**src/rtl/fetch_unit_if.sv**
```systemverilog
// rtl/fetch_unit_if.sv - instruction-memory handshake and IF/ID-side signals of the fetch stage
interface fetch_unit_if;
  logic        stall;
  logic        redirect;
  logic [31:0] redirect_pc;
  logic        imem_req;
  logic [31:0] imem_addr;
  logic        imem_ready;
  logic [31:0] imem_rdata;
  logic [31:0] pc_out;
  logic [31:0] instr_out;
  logic        valid_out;

  modport master (
    input  stall, redirect, redirect_pc, imem_ready, imem_rdata,
    output imem_req, imem_addr, pc_out, instr_out, valid_out
  );

  modport slave (
    output stall, redirect, redirect_pc, imem_ready, imem_rdata,
    input  imem_req, imem_addr, pc_out, instr_out, valid_out
  );
endinterface

```
**src/rtl/fetch_unit.sv**
```systemverilog
// rtl/fetch_unit.sv - instruction-fetch stage: PC, imem handshake, skid on stall, squash on redirect
module fetch_unit #(
  parameter logic [31:0] RESET_PC = 32'h0000_0000,
  parameter logic [31:0] NOP      = 32'h0000_0000
) (
  input  logic           clock,
  input  logic           reset,
  fetch_unit_if.master   bus
);

  typedef enum logic [1:0] {
    FETCH = 2'd0,
    HOLD  = 2'd1,
    DROP  = 2'd2
  } state_t;

  state_t      state_q, state_d;
  logic [31:0] pc_q, pc_d;
  logic [31:0] skid_instr_q, skid_instr_d;
  logic [31:0] skid_pc_q, skid_pc_d;
  logic [31:0] drop_addr_q, drop_addr_d;
  logic [31:0] pc_plus4;

  assign pc_plus4 = pc_q + 32'd4;

  always_comb begin
    state_d       = state_q;
    pc_d          = pc_q;
    skid_instr_d  = skid_instr_q;
    skid_pc_d     = skid_pc_q;
    drop_addr_d   = drop_addr_q;
    bus.imem_req  = 1'b0;
    bus.imem_addr = pc_q;
    bus.valid_out = 1'b0;
    bus.instr_out = NOP;
    bus.pc_out    = pc_plus4;

    unique case (state_q)
      FETCH: begin
        bus.imem_req  = 1'b1;
        bus.imem_addr = pc_q;
        if (bus.redirect) begin
          pc_d = bus.redirect_pc;
          // A request that has not completed is still owed a response; wait it out in DROP.
          if (!bus.imem_ready) begin
            drop_addr_d = pc_q;
            state_d     = DROP;
          end
        end else if (bus.imem_ready) begin
          bus.valid_out = 1'b1;
          bus.instr_out = bus.imem_rdata;
          pc_d          = pc_plus4;
          if (bus.stall) begin
            skid_instr_d = bus.imem_rdata;
            skid_pc_d    = pc_plus4;
            state_d      = HOLD;
          end
        end
      end

      HOLD: begin
        bus.pc_out = skid_pc_q;
        if (bus.redirect) begin
          pc_d    = bus.redirect_pc;
          state_d = FETCH;
        end else begin
          bus.valid_out = 1'b1;
          bus.instr_out = skid_instr_q;
          if (!bus.stall) begin
            state_d = FETCH;
          end
        end
      end

      DROP: begin
        bus.imem_req  = 1'b1;
        bus.imem_addr = drop_addr_q;
        if (bus.redirect) begin
          pc_d = bus.redirect_pc;
        end
        if (bus.imem_ready) begin
          state_d = FETCH;
        end
      end

      default: begin
        state_d = FETCH;
      end
    endcase
  end

  always_ff @(posedge clock or posedge reset) begin
    if (reset) begin
      state_q      <= FETCH;
      pc_q         <= RESET_PC;
      skid_instr_q <= NOP;
      skid_pc_q    <= 32'd0;
      drop_addr_q  <= 32'd0;
    end else begin
      state_q      <= state_d;
      pc_q         <= pc_d;
      skid_instr_q <= skid_instr_d;
      skid_pc_q    <= skid_pc_d;
      drop_addr_q  <= drop_addr_d;
    end
  end

endmodule

```
**src/flat_wrapper.sv**
```systemverilog
// flat-port wrapper written by rule: the top's interface ports become plain ports
module fetch_unit_flat 
#(
  parameter logic [31:0] RESET_PC = 32'h0000_0000,
  parameter logic [31:0] NOP      = 32'h0000_0000
)
  (clock, reset, bus_stall, bus_redirect, bus_redirect_pc, bus_imem_ready, bus_imem_rdata, bus_imem_req, bus_imem_addr, bus_pc_out, bus_instr_out, bus_valid_out);
  fetch_unit_if bus_i ();
  input  logic clock;
  input  logic reset;
  input wire logic [$bits(bus_i.stall)-1:0] bus_stall;
  input wire logic [$bits(bus_i.redirect)-1:0] bus_redirect;
  input wire logic [$bits(bus_i.redirect_pc)-1:0] bus_redirect_pc;
  input wire logic [$bits(bus_i.imem_ready)-1:0] bus_imem_ready;
  input wire logic [$bits(bus_i.imem_rdata)-1:0] bus_imem_rdata;
  output wire logic [$bits(bus_i.imem_req)-1:0] bus_imem_req;
  output wire logic [$bits(bus_i.imem_addr)-1:0] bus_imem_addr;
  output wire logic [$bits(bus_i.pc_out)-1:0] bus_pc_out;
  output wire logic [$bits(bus_i.instr_out)-1:0] bus_instr_out;
  output wire logic [$bits(bus_i.valid_out)-1:0] bus_valid_out;
  assign bus_i.stall = bus_stall;
  assign bus_i.redirect = bus_redirect;
  assign bus_i.redirect_pc = bus_redirect_pc;
  assign bus_i.imem_ready = bus_imem_ready;
  assign bus_i.imem_rdata = bus_imem_rdata;
  assign bus_imem_req = bus_i.imem_req;
  assign bus_imem_addr = bus_i.imem_addr;
  assign bus_pc_out = bus_i.pc_out;
  assign bus_instr_out = bus_i.instr_out;
  assign bus_valid_out = bus_i.valid_out;
  fetch_unit #(.RESET_PC(RESET_PC), .NOP(NOP)) u_core (.clock(clock), .reset(reset), .bus(bus_i));
endmodule
```
**config.mk**
```make
export PLATFORM = sky130hd
export DESIGN_NAME = fetch_unit_flat
export DESIGN_NICKNAME = d
export VERILOG_FILES = /design/src/rtl/fetch_unit_if.sv /design/src/rtl/fetch_unit.sv /design/src/flat_wrapper.sv
export SDC_FILE = /design/constraint.sdc
export NUM_CORES = 1
export LEC_CHECK = 0
export ABC_AREA = 1
export BUFFER_PORTS_ARGS = -buffer_cell sky130_fd_sc_hd__buf_2
export CAP_MARGIN = 10
export CORE_UTILIZATION = 40
export CTS_CLUSTER_DIAMETER = 40
export DETAILED_ROUTE_END_ITERATION = 10
export PLACE_DENSITY_LB_ADDON = 0.12
export SLEW_MARGIN = 20
export SYNTH_ARGS = -nofsm -noshare
export SYNTH_HDL_FRONTEND = slang
export SYNTH_SLANG_ARGS = --single-unit
```
**constraint.sdc**
```tcl
create_clock -name clock -period 3.97 [get_ports clock]
set_clock_uncertainty 0.05 [all_clocks]
set_input_delay 0.794 -clock clock [delete_from_list [all_inputs] [get_ports clock]]
set_output_delay 0.794 -clock clock [all_outputs]
set_load 0.02 [all_outputs]
```
Word-level counts from Yosys, hierarchy flattened
Cells that the tools add are included.
- register bits: 130
- logic and storage cells: 47
- input port bits: 69
- muxes and demuxes: 23
- reductions and logical operators: 8
- eq/ne operators: 8
- add/sub/neg operators: 1
- bitwise operators: 2
- operator list (kind ; count):
    $mux 32 ; 8
    $pmux 32 s2 ; 2
    $add 32x3->32 const B ; 1
    $mux 2 ; 7
    $ne 3x3->1 const B ; 4
    $pmux 2 s3 ; 1
    $reduce_and 3->1 ; 2
    $reduce_and 5->1 ; 1
    $mux 1 ; 4
    $reduce_and 4->1 ; 1
    $reduce_or 2->1 ; 2
    $eq 2x1->1 const B ; 1
    $eq 2x2->1 const B ; 1
    $logic_not 2->1 ; 1
    $ne 2x1->1 const B ; 1
    $ne 2x2->1 const B ; 1
    $not 1->1 ; 2
    $pmux 1 s2 ; 1
    $reduce_bool 2->1 ; 1

Longest topological paths before layout
Gate-level depths: netlist of run 1.
- word-level depth: 4
- depth in mapped cells: 11

Worst setup path before layout of run 1
Ideal clock, no wire load.
- kind: input-to-output
- from: in bus_redirect
- to: out bus_instr_out[12]
- data arrival time: 1.928 ns
- setup slack: 1.198 ns
- buffers on the path: 2
- required time: 3.126 ns
- stages on the path: 7
- cells stage by stage: buf_2 -> nor2_4 -> inv_2 -> nor2_4 -> inv_1 -> clkbuf_1 -> o21ai_0
- word-level cells in the longest chain between the ends: 2
- elaborated cells between the ends (all ways): 3
- RTL lines (element ; line ; source):
    start: declaration ; flat_wrapper.sv:12 ; input wire logic [$bits(bus_i.redirect)-1:0] bus_redirect;
    $mux 32, on equally long branches ; fetch_unit.sv:63, fetch_unit.sv:42 ;
    $pmux 32 s2 (*) ; fetch_unit.sv:38 ; unique case (state_q)
    end: declaration ; flat_wrapper.sv:19 ; output wire logic [$bits(bus_i.instr_out)-1:0] bus_instr_out;
Every way passes the cells marked *; elsewhere a longest branch is shown, timed or not.

Final worst setup path of run 1
- from: reg u_core.pc_q[2]
- to: out bus_pc_out[20]
- word-level cells in the longest chain between the ends: 2
- RTL lines (element ; line ; source):
    start: declaration ; fetch_unit.sv:18 ; logic [31:0] pc_q, pc_d;
    start signal: assignment ; fetch_unit.sv:101 ; pc_q <= pc_d;
    $add 32x3->32 ; fetch_unit.sv:24 ; assign pc_plus4 = pc_q + 32'd4;
    $mux 32 ; fetch_unit.sv:38 ;
    end: declaration ; flat_wrapper.sv:18 ; output wire logic [$bits(bus_i.pc_out)-1:0] bus_pc_out;
No other way between the ends.

==> results by group, run 1 <==
Run
  • Max-cap check violation count: 0

Synth
  • Syn. warnings: 0
  • Syn avg cell area: 7.00 um2
  • Yosys top cell area share: 0.447
  • Multiplexer share of the synthesized area: 0
  • Syn_nets: 1113
  • FF+latch count, synth: 130
  • Seq/Total Area, Yosys: 0.447
  • Post-Synth Simple-Gate Area: 0.293
  • Largest cells by area after synthesis: dfrtp_1 45%, nand2_1 18%, o21ai_0 13%
  • Cell variety after synth: 31
  • Largest family of logic cells by synthesized area: simple AND/OR/NAND/NOR gates
  • XOR/XNOR Fraction of Synth Area: 0.00843
  • Synth area leader: dfrtp_1
  • Adder-Cell Fraction of Synth Area: 0.00860
  • Post-synthesis compound-gate area fraction: 0.162
  • Cells after synthesis: 1039
  • Synth Cell Area: 7270 um2

Setup path
  • Startpoint type of the worst setup path: flip-flop
  • CP required: roughly 3.1 ns
  • Setup CP Type: flip-flop to output port
  • Reg2Reg Depth: 9
  • Crit. End Element: output port
  • WP data arrival: 2.38 ns
  • Crit-path max FO: 6

Timing
  • Final hold vios: 0
  • Slew @ Worst Pin: 0.903 ns
  • Max Fclk: 0.310 GHz
  • Fin. max-slew vios: 0
  • Post-route clock period utilization: 0.812
  • Smallest hold slack: 0.435 ns
  • Unrepaired setup endpoints after global routing: false
  • Endpoints failing setup: 0
  • Final worst setup slack: around 0.75 ns
  • Max-slew headroom: 0.398
  • Setup TNS: 0 ns
  • Min Tclk post-route: 3.22 ns

CTS
  • # hold bufs at CTS: 0
  • Worst-Skew Late Latency: 0.41 ns
  • Setup Buffers After CTS: 0
  • # resized after CTS: 0
  • TritonCTS Buffers: 17
  • Worst-case clock buffer depth: 2
  • H-Tree Depth: 4
  • Root buf cell: clkbuf_16
  • Clock sinks: 130
  • CTS tree: built
  • Worst-path clk slew: roughly 0.06 ns

Floorplanning
  • I/O pins: 167
  • DIE AREA: ~19000 um2
  • Initial Util: 0.415
  • Die width: approximately 140 um
  • Row count: 48
  • Core region area: between 15000 and 20000 um2
  • Die height: 137 um

Global routing
  • First-pass GRT wire length: between 30000 and 40000 um
  • Pin count of the biggest net entering global routing: between 100 and 150
  • Initial antenna violation count: 0
  • Total track usage: 0.229
  • Vias in the first global route: slightly above 6000
  • Remaining global-route overflow: 0

Pwr
  • Total Power: 8190 uW
  • Power per Cell Area: 923 nW/um2
  • LEAKAGE: 0.00449 uW
  • Peak VDD IR: 0.000469 V

Layout
  • Area grow syn2layout: 22.0%
  • Share of cells above drive strength 1: 0.199
  • N_diodes: 0
  • # fillers: 1774
  • Post-layout util: 0.506
  • Storage cell area: 3250 um2
  • Total Nets Final: about 1300
  • Multi-input logic area: 3440 um2

Hold path
  • Min-Delay Path Depth: 2
  • Hold crit path type: flip-flop to flip-flop

Placement
  • Pre-CTS setup slack: 0.915 ns
  • DP Wirelength: roughly 14000 um
  • I/O Buffers: approximately 170
  • RePlAce Congestion: 0.830

Route
  • Final wirelength: about 20000 um
  • 1st-pass router iterations: 7
  • Drc violations: 0
  • Vias per inst: 4.86
  • Routed wire per std cell: 14.2 um
  • Via count: 6897
  • Final ANT Viol Nets: 0
  • DRT iter0 DRCs: 381

Outcome
  • Status: completed
## flip-flops by register name, summed over array words and instances, names as in the netlist
name,flops
u_core.drop_addr_q,32
u_core.state_q,2
u_core.pc_q,32
u_core.skid_instr_q,32
u_core.skid_pc_q,32
## metal layers
metal | vias to the layer above | GRT usage | share of wire
li1 | 3580 | - | -
met1 | 3116 | 0.332 | 0.49
met2 | 192 | 0.343 | 0.44
met3 | 9 | 0.0570 | 0.062
met4 | 0 | 0.0507 | 0.0083
met5 | - | 0 | 0
## cells in the final DEF (no fill, tap or decap), types with 2 or more instances in the layout
master	count
nand2_1	346
o21ai_0	196
buf_2	166
dfrtp_1	130
inv_1	95
nor2_1	85
nand3_1	53
o21ai_1	22
clkbuf_16	17
nor2_4	8
nor2_2	8
and2_1	7
xor2_1	7
buf_4	7
nand2_2	6
inv_2	4
clkinvlp_4	4
ha_1	4
clkbuf_8	4
clkinv_2	3
bufinv_16	3
a21oi_1	2
nand2_4	2
a31oi_1	2
o21ai_2	2
o22ai_1	2
clkbuf_1	2
## worst paths after layout
kind,start,to,slack [ns]
hold reg to reg,u_core.drop_addr_q[15],u_core.drop_addr_q[15],0.43
setup reg to reg,u_core.state_q[0],u_core.skid_pc_q[5],1.74
setup / recovery,u_core.pc_q[2],bus_pc_out[20],0.75
hold / removal,u_core.drop_addr_q[15],u_core.drop_addr_q[15],0.43
max in group asynchronous,reset,u_core.pc_q[18],2.77
min in group asynchronous,reset,u_core.skid_pc_q[7],0.53
## synthesized netlist by cell type
cell type,instances
a21o_1,1
a21oi_1,2
a22oi_1,1
a31oi_1,2
and2_1,7
and2_4,1
buf_1,1
buf_2,14
buf_4,1
buf_6,1
clkbuf_1,32
clkbuf_2,1
dfrtp_1,130
ha_1,5
inv_1,96
inv_2,4
nand2_1,347
nand2_2,6
nand2_4,1
nand3_1,53
nor2_1,87
nor2_2,6
nor2_4,8
o2111ai_1,1
o211ai_1,1
o21ai_0,196
o21ai_1,22
o21ai_2,2
o22ai_1,2
or2_2,1
xor2_1,7
## per-stage QoR
stage	instances	area, um2
floorplan	1039	7280
global placement	1388	8260
detailed placement	1388	8260
CTS	1420	8870
global route	1420	8880
finish	1420	8880
## critical path, cell delays in order (launching register included)
cell and delay (ns):
dfrtp_1 0.42, ha_1 0.26, nand2_2 0.09, nor2_4 0.20
nand3_1 0.20, nor2_1 0.13, nand2_1 0.10, a31oi_1 0.34
buf_2 0.23
## cells by family after synthesis
kind of cell | after synthesis
adder cells (fa/ha/maj) | 5
flip-flops | 130
XOR/XNOR | 7
buffers and inverters | 150
AO/OA/AOI/OAI | 230
AND/OR/NAND/NOR | 517
## cell type report
cell class              count  area share
multi-input cells         759       0.388
flip-flops and latches    130       0.367
repair buffers            174       0.102
clock buffers              23      0.0550
inverters                 100      0.0427
well taps                 225      0.0317
clock inverters             9      0.0144
## report_power, final
| group | switching, uW | internal (uW) |
|---|---|---|
| Sequential | 454 | 1990 |
| Combinational | 2850 | 1270 |
| Clock | 579 | 1050 |
No activity file was read; power rests on OpenSTA's default activity.
==> inputs of run 2 (changes only) <==
--- a/config.mk
+++ b/config.mk
@@ -5,7 +5,7 @@
 export SDC_FILE = /design/constraint.sdc
 export NUM_CORES = 1
 export LEC_CHECK = 0
-export ABC_AREA = 1
+export ABC_AREA = 0
 export BUFFER_PORTS_ARGS = -buffer_cell sky130_fd_sc_hd__buf_2
 export CAP_MARGIN = 10
 export CORE_UTILIZATION = 40
==> constraint.sdc (replaced) <==
create_clock -name clock -period 2.7 [get_ports clock]
set_clock_uncertainty 0.05 [all_clocks]
set_input_delay 0.54 -clock clock [delete_from_list [all_inputs] [get_ports clock]]
set_output_delay 0.54 -clock clock [all_outputs]
set_load 0.02 [all_outputs]
==> run 2 against run 1 <==
Compared with the run above: the run now ends with negative setup slack left; clock-buffer cell count fell by 6; global-route usage fell by 0.25 points; die area fell by 0.54%; combinational power rose by 61%; power rose by 50%; critical path depth fell by 1; register-to-register slack got worse by 1.4 ns; first-iteration DRC count fell by 25%; synthesized cell count fell by 39%; utilization rose by 7.1 points; cell count fell by 22%; clock power rose by 34%; critical path type unchanged; critical endpoint is now bus_pc_out[19]; largest cell class unchanged.
==> results by group, run 2 <==
Layout
  • # fillers: 1485 (-16%)
  • Total Nets Final: 939 (-25%)
  • Post-layout util: 0.577 (+0.0705)
  • Commonest non-fill, non-tap cell in the layout: buf_2
  • Finished Cell Area: 10100 um2 (+14%)
  • Area grow syn2layout: 39.3%
  • Share of cells above drive strength 1: 0.559 (+0.360)
  • Most frequent cells in the layout: 134 x buf_2, 126 x mux2_2, 126 x dfrtp_1

Setup path
  • Startpoint type of the worst setup path: flip-flop
  • Crit-path max FO: 4 (-2)
  • CP cell instances: and4_4, nand3_4, buf_12, or3_4, xnor2_2, mux2_2, buf_6
  • Worst path max stage delay: 0.38 ns (-0.04 ns)
  • CP required: 2.11 ns (-1.02 ns)
  • RR Endpoint: u_core.pc_q[29]
  • Critical path's slowest cell: or3_4
  • WP data arrival: 2.29 ns (-0.09 ns)
  • R2R setup slack: 0.30 ns (-1.44 ns)
  • Setup CP Type: flip-flop to output port
  • Reg2reg start: u_core.state_q[1]
  • Crit. End Element: output port
  • Reg2Reg Depth: 6 (-3)

Timing
  • Max Fclk: between 0.3 and 0.4 GHz
  • Slew @ Worst Pin: 0.929 ns (+0.0259 ns)
  • Post-route clock period utilization: 1.07
  • Unrepaired setup endpoints after global routing: true
  • Smallest hold slack: 0.170 ns (-0.265 ns)
  • Final hold vios: 0 (unchanged)
  • Fin. max-slew vios: 0 (unchanged)
  • Setup TNS: -1.76 ns (-1.76 ns)
  • Min Tclk post-route: around 2.9 ns
  • Endpoints failing setup: 19 (+19)
  • Final worst setup slack: -0.181 ns (-0.928 ns)
  • Max-slew headroom: 0.381 (-0.0174)

Floorplanning
  • DIE AREA: 18600 um2 (-0.54%)
  • Core region area: 17500 um2 (-0.34%)
  • Row count: 48 (unchanged)
  • Die height: 136 um (-0.27%)
  • I/O pins: 167 (unchanged)
  • Die width: 136 um (-0.27%)
  • Initial Util: 0.414 (-0.000866)

Global routing
  • Remaining global-route overflow: 0 (unchanged)
  • Total track usage: 0.226 (-0.00255)
  • Vias in the first global route: 6047 (-2.4%)
  • Pin count of the biggest net entering global routing: 42 (-68%)
  • First-pass GRT wire length: 31900 um (-2.5%)
  • Initial antenna violation count: 2 (+2)

CTS
  • Clock sinks: 130 (unchanged)
  • Root buf cell: clkbuf_16
  • Worst-case clock buffer depth: 2 (unchanged)
  • Worst-Skew Late Latency: 0.42 ns (about the same)
  • CTS tree: built
  • TritonCTS Buffers: 17 (unchanged)
  • Worst-path clk slew: 0.06 ns (about the same)
  • H-Tree Depth: 4 (unchanged)

Synth
  • Cell variety after synth: 49 (+58%)
  • Largest cells by area after synthesis: dfrtp_1 45%, mux2_2 21%, a22o_1 3.9%
  • Syn_nets: 711 (-36%)
  • Synth Flop Type: dfrtp_1
  • Cells after synthesis: 637 (-39%)
  • EDFF count, synth: 0 (unchanged)
  • Seq/Total Area, Yosys: 0.450 (+0.00247)
  • Syn. warnings: 0 (unchanged)
  • Syn avg cell area: 11.4 um2 (+62%)
  • Synth area leader: dfrtp_1
  • Synth Cell Area: 7230 um2 (-0.55%)
  • Count leader, synth: mux2_2
  • Top post-synthesis cells by count: 135 x mux2_2, 130 x dfrtp_1, 47 x nand2_1, 32 x a22o_1, 32 x clkbuf_1
  • FF+latch count, synth: 130 (unchanged)
  • FFs w/ async S/R, synth: 1.00 (unchanged)
  • Yosys top cell area share: 0.450 (+0.00247)

Placement
  • I/O Buffers: 166 (unchanged)
  • RePlAce Congestion: 0.779 (-6.1%)
  • DP Wirelength: 13500 um (-5.9%)
  • Placed instance area: 8580 um2 (+3.9%)

Route
  • Vias per inst: 5.42 (+12%)
  • Via count: 5982 (-13%)
  • Final ANT Viol Nets: 0 (unchanged)
  • Routed wire per std cell: 18.5 um (+30%)
  • DRT iter0 DRCs: 287 (-25%)
  • 1st-pass router iterations: 5 (-2)
  • Drc violations: 0 (unchanged)
  • Final wirelength: 20400 um (+1.2%)

Pwr
  • Total Power: 12300 uW (+50%)
  • Power per Cell Area: 1220 nW/um2 (+32%)
  • Peak VDD IR: 0.000582 V (+24%)
  • LEAKAGE: 0.00453 uW (+1.0%)

Outcome
  • Failing checks: negative setup slack
  • Status: finished, violations left

Hold path
  • Hold crit path type: input port to asynchronous set/reset pin

Run
  • Max-cap check violation count: 0 (unchanged)
-- run 2: cell count changes in the layout (fill, tap and decap cells not counted), moves of 18 or more --
cell and delta:
a22o_1 +32, nand2_1 -300, inv_1 -72, mux2_2 +126, buf_2 -32, nand3_1 -46, buf_6 +28, o21ai_0 -167
nor2_1 -77, buf_4 +75, o21ai_1 -18
-- run 2: metal layers --
layer  routed length (um)  up-vias  GRT usage  share of wire
met2                10300      131      0.380           0.51
met3                  943       18     0.0585          0.046
met1                 8960     3042      0.287           0.44
met5                    8        -          0        0.00039
met4                  197        2     0.0611         0.0096
li1                     -     2789          -              -
-- run 2: critical path: cells and delay by family, from the launching register on --
kind,cells,cell delay [ns]
flip-flops,1,0.35
buffers and inverters,2,0.30
XOR/XNOR,1,0.15
multiplexers,1,0.27
AND/OR/NAND/NOR,3,0.80
-- run 2: cells by family after synthesis --
kind of cell | synth area share
adder cells (fa/ha/maj) | 0.00865
XOR/XNOR | 0.0339
multiplexers | 0.221
AO/OA/AOI/OAI | 0.140
flip-flops | 0.450
buffers and inverters | 0.0457
AND/OR/NAND/NOR | 0.101
-- run 2: where the power goes --
part           switching, uW  leakage, uW  internal, uW
Combinational           3520      0.00278          3120
Clock                    916     0.000266          1270
Sequential               592      0.00148          2900
Total                   5030      0.00453          7290
-- run 2: cell type report --
| class | count | area (um2) | area share |
|---|---|---|---|
| multi-input cells | 429 | 3920 | 0.389 |
| flip-flops and latches | 130 | 3260 | 0.323 |
| repair buffers | 261 | 1960 | 0.194 |
| clock buffers | 17 | 425 | 0.0422 |
| well taps | 225 | 282 | 0.0279 |
| clock inverters | 15 | 136 | 0.0135 |
| inverters | 26 | 101 | 0.0101 |
| diodes | 1 | 2.50 | 0.000248 |
-- run 2: repair_timing --
item | in CTS | in global routing
setup buffers | 34 | 17
hold endpoints to repair | 0 | 0
cloned | 2 | 0
pin swaps | 26 | 25
setup endpoints to repair | 49 | 70
hold buffers | 0 | 0
gates resized for setup | 65 | 56
-- run 2: how the worst max path moves through the flow --
stage | startpoint | endpoint | slack (ns) | depth (start not counted)
floorplan | u_core.pc_q[2] | bus_pc_out[22] | 0.26 | 6
global placement | u_core.pc_q[12] | bus_pc_out[27] | 0.13 | 6
detailed placement | u_core.pc_q[12] | bus_pc_out[28] | 0.12 | 7
CTS | u_core.pc_q[4] | bus_pc_out[27] | -0.17 | 7
global route | u_core.pc_q[7] | bus_pc_out[27] | -0.26 | 7
finish | u_core.pc_q[4] | bus_pc_out[19] | -0.18 | 7
-- run 2: stage by stage --
step / worst slack (ns) / cells
final: -0.181 / 1104
after global routing: -0.255 / 1103
after CTS: -0.171 / 1089
after detailed placement: 0.115 / 1021
after global placement: 0.129 / 1021
after floorplan: 0.261 / 637
==> inputs of run 3 (changes only) <==
--- a/config.mk
+++ b/config.mk
@@ -6,7 +6,7 @@
 export NUM_CORES = 1
 export LEC_CHECK = 0
 export ABC_AREA = 0
-export BUFFER_PORTS_ARGS = -buffer_cell sky130_fd_sc_hd__buf_2
+export BUFFER_PORTS_ARGS = -buffer_cell sky130_fd_sc_hd__buf_4
 export CAP_MARGIN = 10
 export CORE_UTILIZATION = 40
 export CTS_CLUSTER_DIAMETER = 40
==> run 3 against run 2 <==
Compared with the run above: the run still ends with negative setup slack left; utilization up 0.64 points; design area is 1.1% higher; combinational power up 3.9%; global-route usage down 0.068 points; clock power up 9%; worst hold slack improved by 0.12 ns; cell count fell by 1.5%; sequential power hardly changed; setup slack improved by 0.072 ns; fmax up 2.6%; first-iteration DRC count increased by 5.9%; critical path depth is the same; critical endpoint is now bus_pc_out[27].
==> results by group, run 3 (synthesis results as in run 2) <==
Floorplanning
  • Die width: 136 um (unchanged)
  • Core region area: 17500 um2 (unchanged)
  • I/O pins: 167 (unchanged)
  • Row count: 48 (unchanged)
  • DIE AREA: 18600 um2 (unchanged)
  • Die height: 136 um (unchanged)
  • Initial Util: 0.414 (unchanged)

Run
  • Max-cap check violation count: 0 (unchanged)

Setup path
  • CP cell instances: and4_4, nand3_4, buf_12, nor4b_4, xor2_1, mux2_4, buf_6
  • Worst path max stage delay: 0.36 ns (-0.02 ns)
  • Setup CP Type: flip-flop to output port
  • CP required: 2.11 ns (about the same)
  • Startpoint type of the worst setup path: flip-flop
  • WP data arrival: 2.22 ns (-0.07 ns)
  • Critical path's slowest cell: dfrtp_1
  • Crit-path max FO: 5 (+1)
  • Crit. End Element: output port

Pwr
  • Power per Cell Area: 1250 nW/um2 (+2.5%)
  • LEAKAGE: 0.00452 uW (-0.33%)
  • Total Power: 12800 uW (+3.6%)
  • Peak VDD IR: 0.000742 V (+27%)

Global routing
  • First-pass GRT wire length: 31700 um (-0.39%)
  • Pin count of the biggest net entering global routing: 131 (+210%)
  • Remaining global-route overflow: 0 (unchanged)
  • Total track usage: 0.226 (-0.000681)
  • Vias in the first global route: 6084 (+0.61%)
  • Initial antenna violation count: 0 (-2)

Placement
  • RePlAce Congestion: 0.799 (+2.5%)
  • Pre-CTS setup slack: 0.153 ns (+0.0381 ns)
  • I/O Buffers: 166 (unchanged)
  • DP Wirelength: 13300 um (-1.7%)

Layout
  • Most frequent cells in the layout: 215 x buf_4, 128 x mux2_2, 128 x dfrtp_1
  • Total Nets Final: 923 (-1.7%)
  • Share of cells above drive strength 1: 0.541 (-0.0186)
  • Commonest non-fill, non-tap cell in the layout: buf_4
  • Area grow syn2layout: 40.9%
  • N_diodes: 0 (-1)

Route
  • 1st-pass router iterations: 4 (-1)
  • Via count: 5839 (-2.4%)
  • Final wirelength: 20100 um (-1.7%)
  • Vias per inst: 5.37 (-0.86%)
  • Drc violations: 0 (unchanged)
  • DRT iter0 DRCs: 304 (+5.9%)
  • Final ANT Viol Nets: 0 (unchanged)
  • Routed wire per std cell: 18.5 um (-0.13%)

CTS
  • Clock sinks: 130 (unchanged)
  • CTS tree: built
  • # hold bufs at CTS: 0 (unchanged)
  • Worst-Skew Late Latency: 0.42 ns (about the same)
  • Worst-path clk slew: 0.06 ns (about the same)
  • TritonCTS Buffers: 17 (unchanged)
  • Worst-case clock buffer depth: 2 (unchanged)
  • H-Tree Depth: 4 (unchanged)
  • Root buf cell: clkbuf_16

Timing
  • Max-slew headroom: 0.356 (-0.0243)
  • Post-route clock period utilization: 1.04 (-0.0265)
  • Max Fclk: 0.356 GHz (+2.6%)
  • Min Tclk post-route: 2.81 ns (-0.0717 ns)
  • Slew @ Worst Pin: 0.966 ns (+0.0367 ns)
  • Final hold vios: 0 (unchanged)
  • Endpoints failing setup: 13 (-6)
  • Unrepaired setup endpoints after global routing: true
  • Fin. max-slew vios: 0 (unchanged)
  • Final worst setup slack: -0.109 ns (+0.0717 ns)

Hold path
  • Hold crit path type: input port to asynchronous set/reset pin

Outcome
  • Failing checks: negative setup slack
  • Status: finished, violations left
[run 3: cell types whose count changed in the layout (fill, tap and decap cells not counted), moves of 3 or more]
cell	previous run	this run
buf_2	134	0
buf_4	82	215
buf_6	28	18
clkbuf_8	0	3
clkinv_4	4	1
clkinvlp_4	5	2
inv_6	3	0
[run 3: stage by stage]
stage               cell area [um2]  hold slack (ns)  setup TNS, ns  instances  utilization
floorplan                      7240            0.400              0        637            -
global placement               8980            0.411              0       1018        0.514
detailed placement             8980            0.422              0       1018        0.514
CTS                            9940            0.280         -0.937       1073        0.569
global route                  10200            0.283          -2.42       1087        0.583
finish                        10200            0.285         -0.846       1087        0.583
[run 3: path summary, 6_finish.rpt]
check | startpoint | endpoint | slack (ns) | depth (start not counted)
setup / recovery | u_core.pc_q[14] | bus_pc_out[27] | -0.11 | 7
hold / removal | reset | u_core.drop_addr_q[11] | 0.28 | 3
setup reg to reg | u_core.state_q[0] | u_core.drop_addr_q[19] | 0.34 | 6
hold reg to reg | u_core.drop_addr_q[18] | u_core.drop_addr_q[18] | 0.43 | 2
max in group asynchronous | reset | u_core.drop_addr_q[2] | 1.78 | 3
min in group clock | bus_redirect_pc[0] | u_core.pc_q[0] | 0.30 | 2
[run 3: repair_timing]
| item | in CTS | in global routing |
|---|---|---|
| endpoints found under the setup margin | 61 | 51 |
| gates resized for setup | 34 | 31 |
| pin swaps | 24 | 18 |
| hold endpoints to repair | 0 | 0 |
| setup buffers | 23 | 14 |
[run 3: routing by layer]
layer,wire (um),GRT usage,vias up
li1,-,-,2759
met1,8550,0.284,2910
met2,10100,0.367,150
met3,1120,0.0641,20
met4,293,0.0827,0
met5,0,0,-
[run 3: critical path, delay by kind of cell (launching register included)]
kind / cells / cell delay, ns
simple gates: 3 / 0.69
mux: 1 / 0.29
xor+xnor: 1 / 0.14
flops: 1 / 0.36
buf+inv: 2 / 0.31
[run 3: power breakdown]
part	switching [uW]	internal [uW]
clock network	859	1520
logic	3520	3380
registers	593	2900
[run 3: layout make-up]
class	instances	area, um2
Clock buffer	22	474
Clock inverter	10	131
Fill cell	1458	7290
Inverter	26	101
Multi-Input combinational cell	429	3890
Sequential cell	130	3260
Tap cell	225	282
Timing Repair Buffer	245	2060
